`src/rtl/button_debounce_edge_pkg.sv`:
```
// Shared constants for the manual clock/step button path.
// Holds the debounce FSM state encoding and the default timing constants
// used by the top-level manual-step path.
package button_debounce_edge_pkg;

    // FSM state encoding
    localparam logic [1:0] ST_IDLE         = 2'd0;
    localparam logic [1:0] ST_PRESS_WAIT   = 2'd1;
    localparam logic [1:0] ST_PRESSED      = 2'd2;
    localparam logic [1:0] ST_RELEASE_WAIT = 2'd3;

    // Default timing for the manual-step key
    localparam int unsigned DEF_SYNC_STAGES     = 2;
    localparam int unsigned DEF_DEBOUNCE_CYCLES = 16;
    localparam int unsigned DEF_CNT_W           = 5;

    // Both wait states have bit 0 set.
    function automatic logic is_wait_state(input logic [1:0] st);
        return st[0];
    endfunction

endpackage

```
`src/rtl/sync_ff_chain.sv`:
```
// Reusable N-flop synchronizer for a single asynchronous bit.
// Ports:
//   clk       - destination clock
//   count_rst - asynchronous, active-high reset (all flops load RESET_VAL)
//   i_d       - asynchronous input bit
//   o_q       - synchronized output, STAGES clk edges behind i_d
module sync_ff_chain
    import button_debounce_edge_pkg::*;
#(
    parameter int unsigned STAGES    = DEF_SYNC_STAGES,
    parameter bit          RESET_VAL = 1'b0
) (
    input  logic clk,
    input  logic count_rst,
    input  logic i_d,
    output logic o_q
);

    logic [STAGES-1:0] r_sync;

    always_ff @(posedge clk or posedge count_rst) begin
        if (count_rst) begin
            r_sync <= {STAGES{RESET_VAL}};
        end else begin
            r_sync <= {r_sync[STAGES-2:0], i_d};
        end
    end

    assign o_q = r_sync[STAGES-1];

endmodule

```
`src/rtl/button_debounce_edge.sv`:
```
// Push-button conditioner for the manual clock/step key.
// Synchronizes the raw key, debounces it with a 4-state FSM and counter, and
// produces a clean level plus one-cycle press/release strobes. rise is the
// trigger for the downstream pulse-stretching monostable.
// Ports:
//   clk       - system clock
//   count_rst - asynchronous, active-high reset
//   btn_in    - raw asynchronous button
//   level     - debounced pressed state (1 = pressed)
//   rise      - one-clk strobe on accepted press
//   fall      - one-clk strobe on accepted release
//   busy      - high while a change is being debounced
// All outputs are registered; nothing combinational from btn_in.
module button_debounce_edge
    import button_debounce_edge_pkg::*;
#(
    parameter int unsigned SYNC_STAGES     = DEF_SYNC_STAGES,
    parameter int unsigned DEBOUNCE_CYCLES = DEF_DEBOUNCE_CYCLES,
    parameter int unsigned CNT_W           = DEF_CNT_W,
    parameter bit          ACTIVE_LOW      = 1'b0
) (
    input  logic clk,
    input  logic count_rst,
    input  logic btn_in,
    output logic level,
    output logic rise,
    output logic fall,
    output logic busy
);

    localparam logic [CNT_W-1:0] CNT_LAST = CNT_W'(DEBOUNCE_CYCLES - 1);

    logic             w_sync_raw;
    logic             w_s;
    logic [1:0]       r_state, w_state_d;
    logic [CNT_W-1:0] r_cnt, w_cnt_d;
    logic             r_level, r_rise, r_fall, r_busy;
    logic             w_level_d, w_rise_d, w_fall_d, w_busy_d;

    // Reset to the idle raw level so reset never looks like a press.
    sync_ff_chain #(
        .STAGES    (SYNC_STAGES),
        .RESET_VAL (ACTIVE_LOW)
    ) u_sync (
        .clk       (clk),
        .count_rst (count_rst),
        .i_d       (btn_in),
        .o_q       (w_sync_raw)
    );

    // Polarity correction after the synchronizer: 1 = pressed.
    assign w_s = w_sync_raw ^ ACTIVE_LOW;

    always_comb begin
        w_state_d = r_state;
        w_cnt_d   = r_cnt;
        w_rise_d  = 1'b0;
        w_fall_d  = 1'b0;
        case (r_state)
            ST_IDLE: begin
                if (w_s) begin
                    w_state_d = ST_PRESS_WAIT;
                    w_cnt_d   = '0;
                end
            end
            ST_PRESS_WAIT: begin
                if (!w_s) begin
                    w_state_d = ST_IDLE;
                    w_cnt_d   = '0;
                end else if (r_cnt == CNT_LAST) begin
                    w_state_d = ST_PRESSED;
                    w_cnt_d   = '0;
                    w_rise_d  = 1'b1;
                end else begin
                    w_cnt_d = r_cnt + 1'b1;
                end
            end
            ST_PRESSED: begin
                if (!w_s) begin
                    w_state_d = ST_RELEASE_WAIT;
                    w_cnt_d   = '0;
                end
            end
            ST_RELEASE_WAIT: begin
                if (w_s) begin
                    w_state_d = ST_PRESSED;
                    w_cnt_d   = '0;
                end else if (r_cnt == CNT_LAST) begin
                    w_state_d = ST_IDLE;
                    w_cnt_d   = '0;
                    w_fall_d  = 1'b1;
                end else begin
                    w_cnt_d = r_cnt + 1'b1;
                end
            end
            default: begin
                w_state_d = ST_IDLE;
                w_cnt_d   = '0;
            end
        endcase
    end

    // Level stays high through RELEASE_WAIT until the release is accepted.
    assign w_level_d = (w_state_d == ST_PRESSED) || (w_state_d == ST_RELEASE_WAIT);
    assign w_busy_d  = is_wait_state(w_state_d);

    always_ff @(posedge clk or posedge count_rst) begin
        if (count_rst) begin
            r_state <= ST_IDLE;
            r_cnt   <= '0;
            r_level <= 1'b0;
            r_rise  <= 1'b0;
            r_fall  <= 1'b0;
            r_busy  <= 1'b0;
        end else begin
            r_state <= w_state_d;
            r_cnt   <= w_cnt_d;
            r_level <= w_level_d;
            r_rise  <= w_rise_d;
            r_fall  <= w_fall_d;
            r_busy  <= w_busy_d;
        end
    end

    assign level = r_level;
    assign rise  = r_rise;
    assign fall  = r_fall;
    assign busy  = r_busy;

endmodule

```
`config.mk`:
```
export PLATFORM = sky130hd
export DESIGN_NAME = button_debounce_edge
export DESIGN_NICKNAME = d
export VERILOG_FILES = /design/src/rtl/button_debounce_edge_pkg.sv /design/src/rtl/sync_ff_chain.sv /design/src/rtl/button_debounce_edge.sv
export SDC_FILE = /design/constraint.sdc
export NUM_CORES = 1
export LEC_CHECK = 0
export BUFFER_PORTS_ARGS = -buffer_cell sky130_fd_sc_hd__buf_2
export CORE_AREA = 2 2 39 41
export CTS_BUF_LIST = sky130_fd_sc_hd__clkbuf_2
export DETAILED_ROUTE_END_ITERATION = 10
export DIE_AREA = 0 0 41 43
export PLACE_DENSITY = 0.6
export SETUP_SLACK_MARGIN = 0.4
export SLEW_MARGIN = 40
export SYNTH_ARGS = -nofsm -noshare
export SYNTH_HDL_FRONTEND = slang
export SYNTH_HIERARCHICAL = 1
export SYNTH_SLANG_ARGS = --single-unit
```
`constraint.sdc`:
```
create_clock -name clk -period 1.6 [get_ports clk]
set_input_delay 0.32 -clock clk [delete_from_list [all_inputs] [get_ports clk]]
set_output_delay 0.32 -clock clk [all_outputs]
set_load 0.01 [all_outputs]
```
==> results.yml <==
power_and_ir_drop:
  switchingPower_w: 0.000124
  power_density_nw_per_um2: 767
  pwr-share-seq: 0.628
  p_int_w: 0.000389
  pwr-share-comb: 0.094
  switching_share: 0.241
  leakage_nw: 0.337
  max-vdd-ir-drop_v: 0.000398
  pwr-share-clk: 0.278
layout:
  antennaDiodeCount: 0
  fin_util: 0.483
  layout_commonest_cell: "dfrtp_1"
  area_delta_synth_final_pct: 30.9
  nets: 60
  layout_common_cells: "dfrtp_1 (9), buf_4 (6), buf_2 (5)"
  layout.cells.non_filler: 70
  drive_gt1_frac: 0.519
timing:
  grt_setup_unrepaired: "yes"
  maxSlewHeadroom: 0.749
  max_freq_mhz: 763
  fin_crit_sh: 0.820
  finalMaxSlewViolations: 0
  final.setup.worst_slack_ns: 0.289
  finalSetupViolations: 0
  worst_clock_skew_ns: 0.00201
  period_needed_ns: 1.31
  final.setup.tns_ns: 0
  finalHoldViolations: 0
  tightest_slew_ns: 0.375
  timing.hold.ws_ns: 0.158
grt:
  grt-ovfl-total: 0
  grt_pass1_vias: 354
  grt_max_degree: 11
  grt_pass1_wl_mm: 1.49
  grt_usage: 0.136
  antenna_found_initial: 0
drt:
  viasPerCell: 5.16
  ant_nets: 0
  dr.pass1.iters: 4
  num_vias: 361
  wl_per_cell_um: 14.1
  drcViolationCount: 0
  wirelength_um: 984
  first_iter_violations: 4
placement:
  numPortBuffers: 6
  place.gp.congestion: 0.678
  hpwlAfterDp_um: 672
  dpl.cell_count: 60
  pre_cts_ws_ns: 0.251
cts:
  cts_root_buf: "clkbuf_2"
  htreeDepth: 1
  tritoncts: "yes"
  cts_sinks: 12
  clock_path_buffers: 2
  clk_pin_slew_ns: 0.10
  numCtsBuffers: 3
  clk_latency_ns: 0.26
logic_synthesis:
  synth_cell_types: 19
  synth_top_cell_area_share: 0.588
  synth_warnings: 6
  seq_area_frac_synth: 0.588
  synth_largest_area_cell: "dfrtp_1"
  syn_area_um2: 510
  synth.avg_cell_area_um2: 13.4
  synth.area.top_cells: "dfrtp_1 (59%), and4b_2 (4.4%), mux2_2 (4.4%)"
  synth-seq-cells: 12
  syn_inst: 38
  synth_nets: 42
job:
  maxCapViolCount: 0
floorplanning:
  coreArea_um2: 1380
  num_io_pins: 7
  die_w_um: 41
  die_h_um: 43
  rows: 14
  initial_core_util: 0.369
  die_area_um2: 1760
critical_path:
  required_ns: 1.75
  slowest_stage: "dfrtp_1"
  crit_chain: "ha_2 > and4b_1 > nand2_2 > mux2_4"
  slowest_delay_ns: 0.41
  cp.buffers_inverters: 0
  cp.arrival_ns: 1.46
  worstPathMaxFanout: 5
  path_class: "reg -> reg"
  cp-start-kind: "register"
  path_delay_family: "flip-flops"
  end_kind: "register"
run_status:
  status: "finished, final reports clean"
worst_hold_path:
  worstHoldPathType: "in -> reg"
-- stage by stage --
step	instance area, um^2	power (W)
after floorplan	523	0.000346
after CTS	643	0.000511
after global routing	668	0.000540
after detailed placement	573	0.000358
after global placement	573	0.000355
final	668	0.000512
-- registers in the layout (all words and copies together) (netlist names) --
name	flops
r_cnt	5
u_sync/r_sync	2
level	1
rise	1
fall	1
r_state	2
-- power by group through the flow --
| stage | logic (W) | registers [W] | clock network, W |
|---|---|---|---|
| after floorplan | 0.0000206 | 0.000325 | 0 |
| after CTS | 0.0000413 | 0.000321 | 0.000149 |
| after global routing | 0.0000531 | 0.000323 | 0.000164 |
| after detailed placement | 0.0000305 | 0.000327 | 0 |
| final | 0.0000481 | 0.000322 | 0.000143 |
| after global placement | 0.0000281 | 0.000326 | 0 |
-- synth_stat cells --
master	n
xor2_1	1
inv_1	3
o21a_1	1
and4b_2	2
nor3b_1	3
o21bai_1	1
a211o_1	1
o2bb2ai_1	2
and2_2	1
nor2_2	1
nand3b_1	1
dfrtp_1	12
nand2_1	1
and4b_1	1
xor2_2	1
mux2_2	2
and3_2	1
nand3_1	2
ha_1	1
-- logic make-up (layout without fill, tap and decap cells) --
family / count (synthesis) / count (layout) / synth area share
compound gates: 5 / 5 / 0.0809
xor+xnor: 2 / 2 / 0.0490
fa+ha+maj: 1 / 1 / 0.0245
buf+inv: 3 / 19 / 0.0221
flops: 12 / 12 / 0.588
mux: 2 / 2 / 0.0441
simple gates: 13 / 13 / 0.191
-- layout make-up --
class | instances | area (um^2)
Fill cell | 133 | 716
Inverter | 3 | 11.3
Sequential cell | 12 | 304
Multi-Input combinational cell | 23 | 226
Tap cell | 16 | 20.0
Clock buffer | 3 | 15.0
Timing Repair Buffer | 13 | 91.3
-- metal layers --
| metal | vias up | track usage | part of all wire |
|---|---|---|---|
| li1 | 169 | - | - |
| met1 | 174 | 0.134 | 0.35 |
| met2 | 14 | 0.225 | 0.55 |
| met3 | 4 | 0.0524 | 0.064 |
| met4 | 0 | 0.0800 | 0.029 |
| met5 | - | 0 | 0 |
-- what timing repair did --
| item | CTS | global route |
|---|---|---|
| resized for setup | 4 | 2 |
| setup buffers | 4 | 2 |
| pin swaps | 4 | 2 |
| endpoints found under the hold margin | 2 | 0 |
| endpoints found under the setup margin | 10 | 10 |
| hold buffers | 1 | 0 |
-- worst paths after layout --
| check | start | end | slack [ns] | depth (start not counted) |
|---|---|---|---|---|
| setup / recovery | r_cnt[1]$_DFFE_PP0P_ | level$_DFF_PP0_ | 0.29 | 4 |
| hold / removal | btn_in | u_sync/r_sync[0]$_DFF_PP0_ | 0.16 | 1 |
| setup reg to reg | r_cnt[1]$_DFFE_PP0P_ | level$_DFF_PP0_ | 0.29 | 4 |
| hold reg to reg | u_sync/r_sync[0]$_DFF_PP0_ | u_sync/r_sync[1]$_DFF_PP0_ | 0.37 | 0 |
| max in group asynchronous | count_rst | r_state[0]$_DFF_PP0_ | 0.75 | 3 |
| min in group asynchronous | count_rst | u_sync/r_sync[1]$_DFF_PP0_ | 0.44 | 3 |
Note: power is estimated with default switching activity, not from simulation.
